## config.mk

```make
export PLATFORM = sky130hd
export DESIGN_NAME = fetch_unit_flat
export DESIGN_NICKNAME = d
export VERILOG_FILES = /design/src/rtl/fetch_pkg.sv /design/src/rtl/fetch_unit_if.sv /design/src/rtl/fetch_queue.sv /design/src/rtl/fetch_unit.sv /design/src/flat_wrapper.sv
export SDC_FILE = /design/constraint.sdc
export NUM_CORES = 1
export LEC_CHECK = 0
export CAP_MARGIN = 20
export CORE_MARGIN = 8
export CORE_UTILIZATION = 50
export DETAILED_ROUTE_END_ITERATION = 10
export PLACE_DENSITY = 0.71
export RECOVER_POWER = 50
export SYNTH_ARGS = -nofsm -noshare
export SYNTH_HDL_FRONTEND = slang
export SYNTH_SLANG_ARGS = --single-unit
```

## constraint.sdc

```tcl
create_clock -name clock -period 4.5 [get_ports clock]
set_input_delay 1.35 -clock clock [delete_from_list [all_inputs] [get_ports clock]]
set_output_delay 1.35 -clock clock [all_outputs]
set_load 0.005 [all_outputs]
```

## src/rtl/fetch_pkg.sv

```systemverilog
// fetch_pkg: constants and types shared by the instruction fetch slice.
package fetch_pkg;

    // Byte distance between consecutive instruction words
    localparam int unsigned FETCH_PC_INC = 4;

    // Default widths and reset vector of the fetch path
    localparam int unsigned FETCH_ADDR_W   = 32;
    localparam int unsigned FETCH_INST_W   = 32;
    localparam logic [31:0] FETCH_RESET_PC = 32'h0000_0000;

    // Prefetch queue entry at the default widths: instruction plus its PC
    typedef struct packed {
        logic [FETCH_INST_W-1:0] inst;
        logic [FETCH_ADDR_W-1:0] pc;
    } fetch_entry_t;

endpackage

```

## src/rtl/fetch_unit_if.sv

```systemverilog
// fetch_unit_if: instruction memory bus, execute redirect and decode handshake
// of the fetch unit. master = fetch unit side, slave = memory/execute/decode side.
interface fetch_unit_if #(
    parameter int ADDR_W = 32,
    parameter int INST_W = 32
);
    logic              imem_req;
    logic [ADDR_W-1:0] imem_addr;
    logic [INST_W-1:0] imem_rdata;

    logic              redirect_valid;
    logic [ADDR_W-1:0] redirect_pc;

    logic              out_valid;
    logic              out_ready;
    logic [INST_W-1:0] out_inst;
    logic [ADDR_W-1:0] out_pc;

    modport master (
        output imem_req, imem_addr,
        input  imem_rdata,
        input  redirect_valid, redirect_pc,
        output out_valid, out_inst, out_pc,
        input  out_ready
    );

    modport slave (
        input  imem_req, imem_addr,
        output imem_rdata,
        output redirect_valid, redirect_pc,
        input  out_valid, out_inst, out_pc,
        output out_ready
    );
endinterface

```

## src/rtl/fetch_queue.sv

```systemverilog
// fetch_queue: small synchronous FIFO with flush. The head is presented
// combinationally; while empty the last presented head is held on head_data.
module fetch_queue #(
    parameter int WIDTH = 64,
    parameter int DEPTH = 4
) (
    input  logic                     clock,
    input  logic                     reset,
    input  logic                     flush,
    input  logic                     push,
    input  logic [WIDTH-1:0]         push_data,
    input  logic                     pop,
    output logic [WIDTH-1:0]         head_data,
    output logic [$clog2(DEPTH):0]   count
);
    localparam int PTR_W = $clog2(DEPTH);
    localparam int CNT_W = PTR_W + 1;

    logic [WIDTH-1:0] mem [DEPTH];
    logic [PTR_W-1:0] rd_ptr;
    logic [PTR_W-1:0] wr_ptr;
    logic [WIDTH-1:0] hold;
    logic             not_empty;

    assign not_empty = (count != '0);
    assign head_data = not_empty ? mem[rd_ptr] : hold;

    // Entry storage: written on push, no reset needed for data
    always_ff @(posedge clock) begin
        if (push && !flush) begin
            mem[wr_ptr] <= push_data;
        end
    end

    // Pointers and occupancy; flush wins over a simultaneous push or pop
    always_ff @(posedge clock or posedge reset) begin
        if (reset) begin
            rd_ptr <= '0;
            wr_ptr <= '0;
            count  <= '0;
        end else if (flush) begin
            rd_ptr <= '0;
            wr_ptr <= '0;
            count  <= '0;
        end else begin
            if (push) wr_ptr <= wr_ptr + PTR_W'(1);
            if (pop)  rd_ptr <= rd_ptr + PTR_W'(1);
            case ({push, pop})
                2'b10:   count <= count + CNT_W'(1);
                2'b01:   count <= count - CNT_W'(1);
                default: count <= count;
            endcase
        end
    end

    // Remember the head being shown so it stays put once the queue empties
    always_ff @(posedge clock or posedge reset) begin
        if (reset) begin
            hold <= '0;
        end else if (not_empty) begin
            hold <= mem[rd_ptr];
        end
    end
endmodule

```

## src/rtl/fetch_unit.sv

```systemverilog
// fetch_unit: owns the PC, issues sequential word fetches to a synchronous
// instruction memory and buffers returns in a prefetch queue toward decode.
// Optional feature macro: FETCH_MISALIGN_TRAP_EN (sticky misaligned-redirect
// fault and fetch_fault port); without it redirect targets are word-aligned.
module fetch_unit
    import fetch_pkg::*;
#(
    parameter int                ADDR_W   = 32,
    parameter int                INST_W   = 32,
    parameter logic [ADDR_W-1:0] RESET_PC = ADDR_W'(FETCH_RESET_PC),
    parameter int                FQ_DEPTH = 4
) (
    input  logic          clock,
    input  logic          reset,
    fetch_unit_if.master  bus
`ifdef FETCH_MISALIGN_TRAP_EN
    ,
    output logic          fetch_fault
`endif
);
    localparam int CNT_W = $clog2(FQ_DEPTH) + 1;

    typedef struct packed {
        logic [INST_W-1:0] inst;
        logic [ADDR_W-1:0] pc;
    } entry_t;

    logic [ADDR_W-1:0] fetch_pc;
    logic [ADDR_W-1:0] inflight_pc;
    logic              inflight;
    logic              fault;
    logic [CNT_W-1:0]  count;
    logic [CNT_W:0]    occupancy;
    logic              req;
    logic              push;
    logic              pop;
    logic              load_redirect;
    logic [ADDR_W-1:0] redirect_target;
    entry_t            push_entry;
    entry_t            head_entry;

`ifdef FETCH_MISALIGN_TRAP_EN
    logic redirect_bad;

    assign redirect_bad    = bus.redirect_valid && (bus.redirect_pc[1:0] != 2'b00);
    assign load_redirect   = bus.redirect_valid && !redirect_bad;
    assign redirect_target = bus.redirect_pc;
    assign fetch_fault     = fault;

    // Sticky fault: set by a misaligned redirect, cleared by an aligned one
    always_ff @(posedge clock or posedge reset) begin
        if (reset) begin
            fault <= 1'b0;
        end else if (bus.redirect_valid) begin
            fault <= redirect_bad;
        end
    end
`else
    assign load_redirect   = bus.redirect_valid;
    assign redirect_target = bus.redirect_pc & ~ADDR_W'(3);
    assign fault           = 1'b0;
`endif

    // Slots already claimed: queued entries plus the response still in flight
    assign occupancy = {1'b0, count} + (CNT_W + 1)'(inflight);
    assign req       = !reset && !bus.redirect_valid && !fault &&
                       (occupancy < (CNT_W + 1)'(FQ_DEPTH));

    assign bus.imem_req  = req;
    assign bus.imem_addr = fetch_pc;

    // A response is dropped when a redirect lands in its return cycle
    assign push       = inflight && !bus.redirect_valid;
    assign push_entry = '{inst: bus.imem_rdata, pc: inflight_pc};

    assign bus.out_valid = (count != '0) && !bus.redirect_valid && !fault;
    assign pop           = bus.out_valid && bus.out_ready;
    assign bus.out_inst  = head_entry.inst;
    assign bus.out_pc    = head_entry.pc;

    // ---- stage boundary: request issue -> memory response ----
    // Next-fetch PC and outstanding-request flag
    always_ff @(posedge clock or posedge reset) begin
        if (reset) begin
            fetch_pc <= RESET_PC;
            inflight <= 1'b0;
        end else begin
            inflight <= req;
            if (load_redirect) begin
                fetch_pc <= redirect_target;
            end else if (req) begin
                fetch_pc <= fetch_pc + ADDR_W'(FETCH_PC_INC);
            end
        end
    end

    // PC tag travelling with the outstanding request
    always_ff @(posedge clock) begin
        if (req) begin
            inflight_pc <= fetch_pc;
        end
    end

    // ---- stage boundary: memory response -> prefetch queue -> decode ----
    fetch_queue #(
        .WIDTH ($bits(entry_t)),
        .DEPTH (FQ_DEPTH)
    ) u_queue (
        .clock     (clock),
        .reset     (reset),
        .flush     (bus.redirect_valid),
        .push      (push),
        .push_data (push_entry),
        .pop       (pop),
        .head_data (head_entry),
        .count     (count)
    );
endmodule

```

## src/flat_wrapper.sv

```systemverilog
// flat-port wrapper written by rule: the top's interface ports become plain ports
module fetch_unit_flat import fetch_pkg::*;
#(
    parameter int                ADDR_W   = 32,
    parameter int                INST_W   = 32,
    parameter logic [ADDR_W-1:0] RESET_PC = ADDR_W'(FETCH_RESET_PC),
    parameter int                FQ_DEPTH = 4
)
  (clock, reset, bus_imem_req, bus_imem_addr, bus_imem_rdata, bus_redirect_valid, bus_redirect_pc, bus_out_valid, bus_out_inst, bus_out_pc, bus_out_ready);
  fetch_unit_if #(.ADDR_W(ADDR_W), .INST_W(INST_W)) bus_i ();
  input  logic clock;
  input  logic reset;
  output wire logic [$bits(bus_i.imem_req)-1:0] bus_imem_req;
  output wire logic [$bits(bus_i.imem_addr)-1:0] bus_imem_addr;
  input wire logic [$bits(bus_i.imem_rdata)-1:0] bus_imem_rdata;
  input wire logic [$bits(bus_i.redirect_valid)-1:0] bus_redirect_valid;
  input wire logic [$bits(bus_i.redirect_pc)-1:0] bus_redirect_pc;
  output wire logic [$bits(bus_i.out_valid)-1:0] bus_out_valid;
  output wire logic [$bits(bus_i.out_inst)-1:0] bus_out_inst;
  output wire logic [$bits(bus_i.out_pc)-1:0] bus_out_pc;
  input wire logic [$bits(bus_i.out_ready)-1:0] bus_out_ready;
  assign bus_imem_req = bus_i.imem_req;
  assign bus_imem_addr = bus_i.imem_addr;
  assign bus_i.imem_rdata = bus_imem_rdata;
  assign bus_i.redirect_valid = bus_redirect_valid;
  assign bus_i.redirect_pc = bus_redirect_pc;
  assign bus_out_valid = bus_i.out_valid;
  assign bus_out_inst = bus_i.out_inst;
  assign bus_out_pc = bus_i.out_pc;
  assign bus_i.out_ready = bus_out_ready;
  fetch_unit #(.ADDR_W(ADDR_W), .INST_W(INST_W), .RESET_PC(RESET_PC), .FQ_DEPTH(FQ_DEPTH)) u_core (.clock(clock), .reset(reset), .bus(bus_i));
endmodule
```

==> results.ini <==
[place]
gp_congestion = 0.7582
port_buffers = 161
hpwl_mm = 19.32
placed_cell_area_um2 = 16640

[synth]
synth_xor_area_share_pct = 0.4240
synth_top_area_share_pct = 57.74
synth_warnings = 0
synth_seq_area_share_pct = 75.39
synth.most_common_cell = edfxtp_1
synthSimpleGateAreaFrac_pct = 9.502
synth_edf_count = 278
syn_area_um2 = 14460
netlist_instances = 877
synth.distinct_cells = 42
syn_area_per_cell_um2 = 16.49
yosys-top-cells-count = edfxtp_1 (278), nand2_1 (214), dfrtp_1 (102), mux4_2 (62), clkbuf_1 (28)
synthAdderAreaFrac_pct = 0.5711
synth_top_flop_cell = edfxtp_1
synth_top_family_by_area = multiplexers
muxShareOfSynthArea_pct = 9.865
synthTopCellsByArea = edfxtp_1 (58%), dfrtp_1 (18%), mux4_2 (9.7%), nand2_1 (5.6%), o21ai_0 (0.80%)
ys_seq_elements = 380
synth-compound-area-share_pct = 2.812
async_flop_share_pct = 26.84
yosysTopAreaCell = edfxtp_1

[grt]
grt_use_total_pct = 18.38
overflow = 0
grt_max_degree = 57
grt_pass1_vias = 8442
grt_pass1_wl_mm = 48.61
antenna_found_initial = 0

[die]
rows = 62
die_w_um = 186.1
die_height_um = 186.1
die_area_um2 = 34610
design.core.area_um2 = 28630
initial_core_util_pct = 50.51
ios = 166

[worst_setup_path]
worstSetupPathType = reg2out
crit_required_ps = 3150
r2r_start = u_core.u_queue.count[0]$_DFFE_PP0P_
slowest_delay_ps = 910
crit_chain = or3_2, buf_4, nand2_1, nand2_1, clkdlybuf4s50_1
path_max_fanout = 39
critical_path_arrival_ps = 2900
reg2reg_to = u_core.u_queue.count[2]$_DFFE_PP0P_
slowest_stage = or3_2
cpLargestDelayFamily = simple AND/OR/NAND/NOR gates
critPathMostFrequentCell = nand2_1
startpoint_type = register
rr_worst_depth = 7
r2r_slack_ps = 1500
cp_num_buf_inv = 2
end_kind = output port

[sta]
rsz0062_at_grt = false
relSlewSlack_pct = -50.37
max_freq_ghz = 0.2356
hold_viol_final = 0
skew_ps = 10.90
worst_pin_slew_ps = 2256
setup_viol = 0
fin_crit_sh_pct = 94.34
layout_min_cycle_time_ps = 4245
slew_violations = 118
tns_ps = 0

[hold_path]
hold_depth = 2
hold_class = reg2reg
hp-start = u_core.u_queue.hold[9]$_DFF_PP0_
min_to = u_core.u_queue.hold[9]$_DFF_PP0_

[run_status]
status = finished, violations left
violations = max-capacitance violations, max-slew violations

[power]
peakVddDrop_mv = 0.3771
p_leak_nw = 6.431
pwr_density_cell_nw_per_um2 = 601.7

[clock_network]
path_clk_slew_ps = 60
clock_latency_ps = 530
htree_levels = 2
clkSinkCount = 380
cts_setup_buffers = 0
cts_tree = built
cts_root_buffer = clkbuf_16
numCtsBuffers = 39
clockBufferDepth = 3
cts_hold_buf = 0
post_cts_resized = 0

[route]
first_pass_iters = 7
route.detailed.drc = 0
wl_per_cell_um = 21.21
wl_mm = 31.18
vias = 8117
vias_per_cell = 5.522
drt_iter0_drc = 525
ant_nets = 0

[job]
maxCapViolCount = 3

[cells_and_area]
fin_area_um2 = 17780
layout-area-overhead-vs-synth_pct = 22.98
layout.nets = 1131
drive_gt1_share_pct = 13.17
fillers = 2095
diodes = 0

[flip-flops by register name, summed over array words and instances, names as in the netlist]
name	cells
u_core.u_queue.count	3
u_core.bus.imem_addr	30
u_core.u_queue.rd_ptr	2
u_core.inflight	1
u_core.u_queue.wr_ptr	2
u_core.u_queue.hold	64
u_core.inflight_pc	30
u_core.u_queue.mem	248
[metrics by stage]
stage          util [%]  total power [W]  cells  setup slack [ps]  hold WS, ps
6_report          62.12          0.01070   1470             254.9        461.5
4_1_cts           62.23          0.01087   1470             186.2        465.7
5_1_grt           62.12          0.01126   1470             53.02        478.2
3_3_place_gp      58.13         0.007810   1400             429.3        444.1
3_5_place_dp      58.13         0.007882   1400             437.4        452.0
2_1_floorplan         -         0.006056    878             245.2        455.4
[worst reg2reg max path, cell delays in order (launching register included)]
cell and delay, ps:
dfrtp_1 440, or3_2 910, nand2_1 370, nor3_1 100, fa_1 480, nor3_1 220
o21ai_0 110, nor3b_1 140
[layout by cell type, fill, tap and decap left out, types with 8 or more instances in the layout]
cell type          n
dlygate4sd3_1     33
nor3_1            11
clkdlybuf4s50_1  127
mux4_2            62
nand3_1           19
clkbuf_16         39
clkbuf_1          17
nor2_1            21
buf_4              8
o311ai_0           9
dfrtp_1          100
o21ai_0           23
edfxtp_1         278
nand2_1          214
[cell type report]
| class | count | area [µm²] | area share, % |
|---|---|---|---|
| clock buffers | 55 | 1056 | 5.939 |
| clock inverters | 15 | 115.1 | 0.6473 |
| inverters | 9 | 35.03 | 0.1970 |
| multi-input cells | 448 | 3369 | 18.95 |
| flip-flops and latches | 380 | 10910 | 61.34 |
| well taps | 384 | 480.5 | 2.702 |
| repair buffers | 179 | 1818 | 10.22 |
[where the power goes]
| group | internal, W | switching, W |
|---|---|---|
| Sequential | 0.00424 | 0.000288 |
| Clock | 0.00170 | 0.00128 |
| Combinational | 0.00167 | 0.00152 |
| Total | 0.00761 | 0.00308 |
[worst max path at each step]
stage,cells past startpoint,from,endpoint,slack (ps)
floorplan,4,bus_redirect_valid,bus_imem_req,250
global placement,5,reset,bus_imem_req,430
detailed placement,5,reset,bus_imem_req,440
CTS,5,u_core.u_queue.count[0]$_DFFE_PP0P_,bus_out_pc[16],190
global route,7,bus_redirect_valid,u_core.u_queue.count[2]$_DFFE_PP0P_,50
finish,5,u_core.u_queue.count[0]$_DFFE_PP0P_,bus_out_pc[26],250
[per-layer routing]
metal,wire length (µm),GRT usage (%)
met2,16170,31.43
met4,542,4.732
met1,12830,24.02
met3,1638,3.416
met5,0,0
[cells by family (layout without fill, tap and decap cells)]
logic type	after synthesis	in the layout
compound gates	60	60
xor+xnor	7	7
fa+ha+maj	6	6
buf+inv	50	258
flops	380	380
mux	65	65
other cells	1	2
simple gates	308	308
Note: power is estimated with default switching activity, not from simulation.
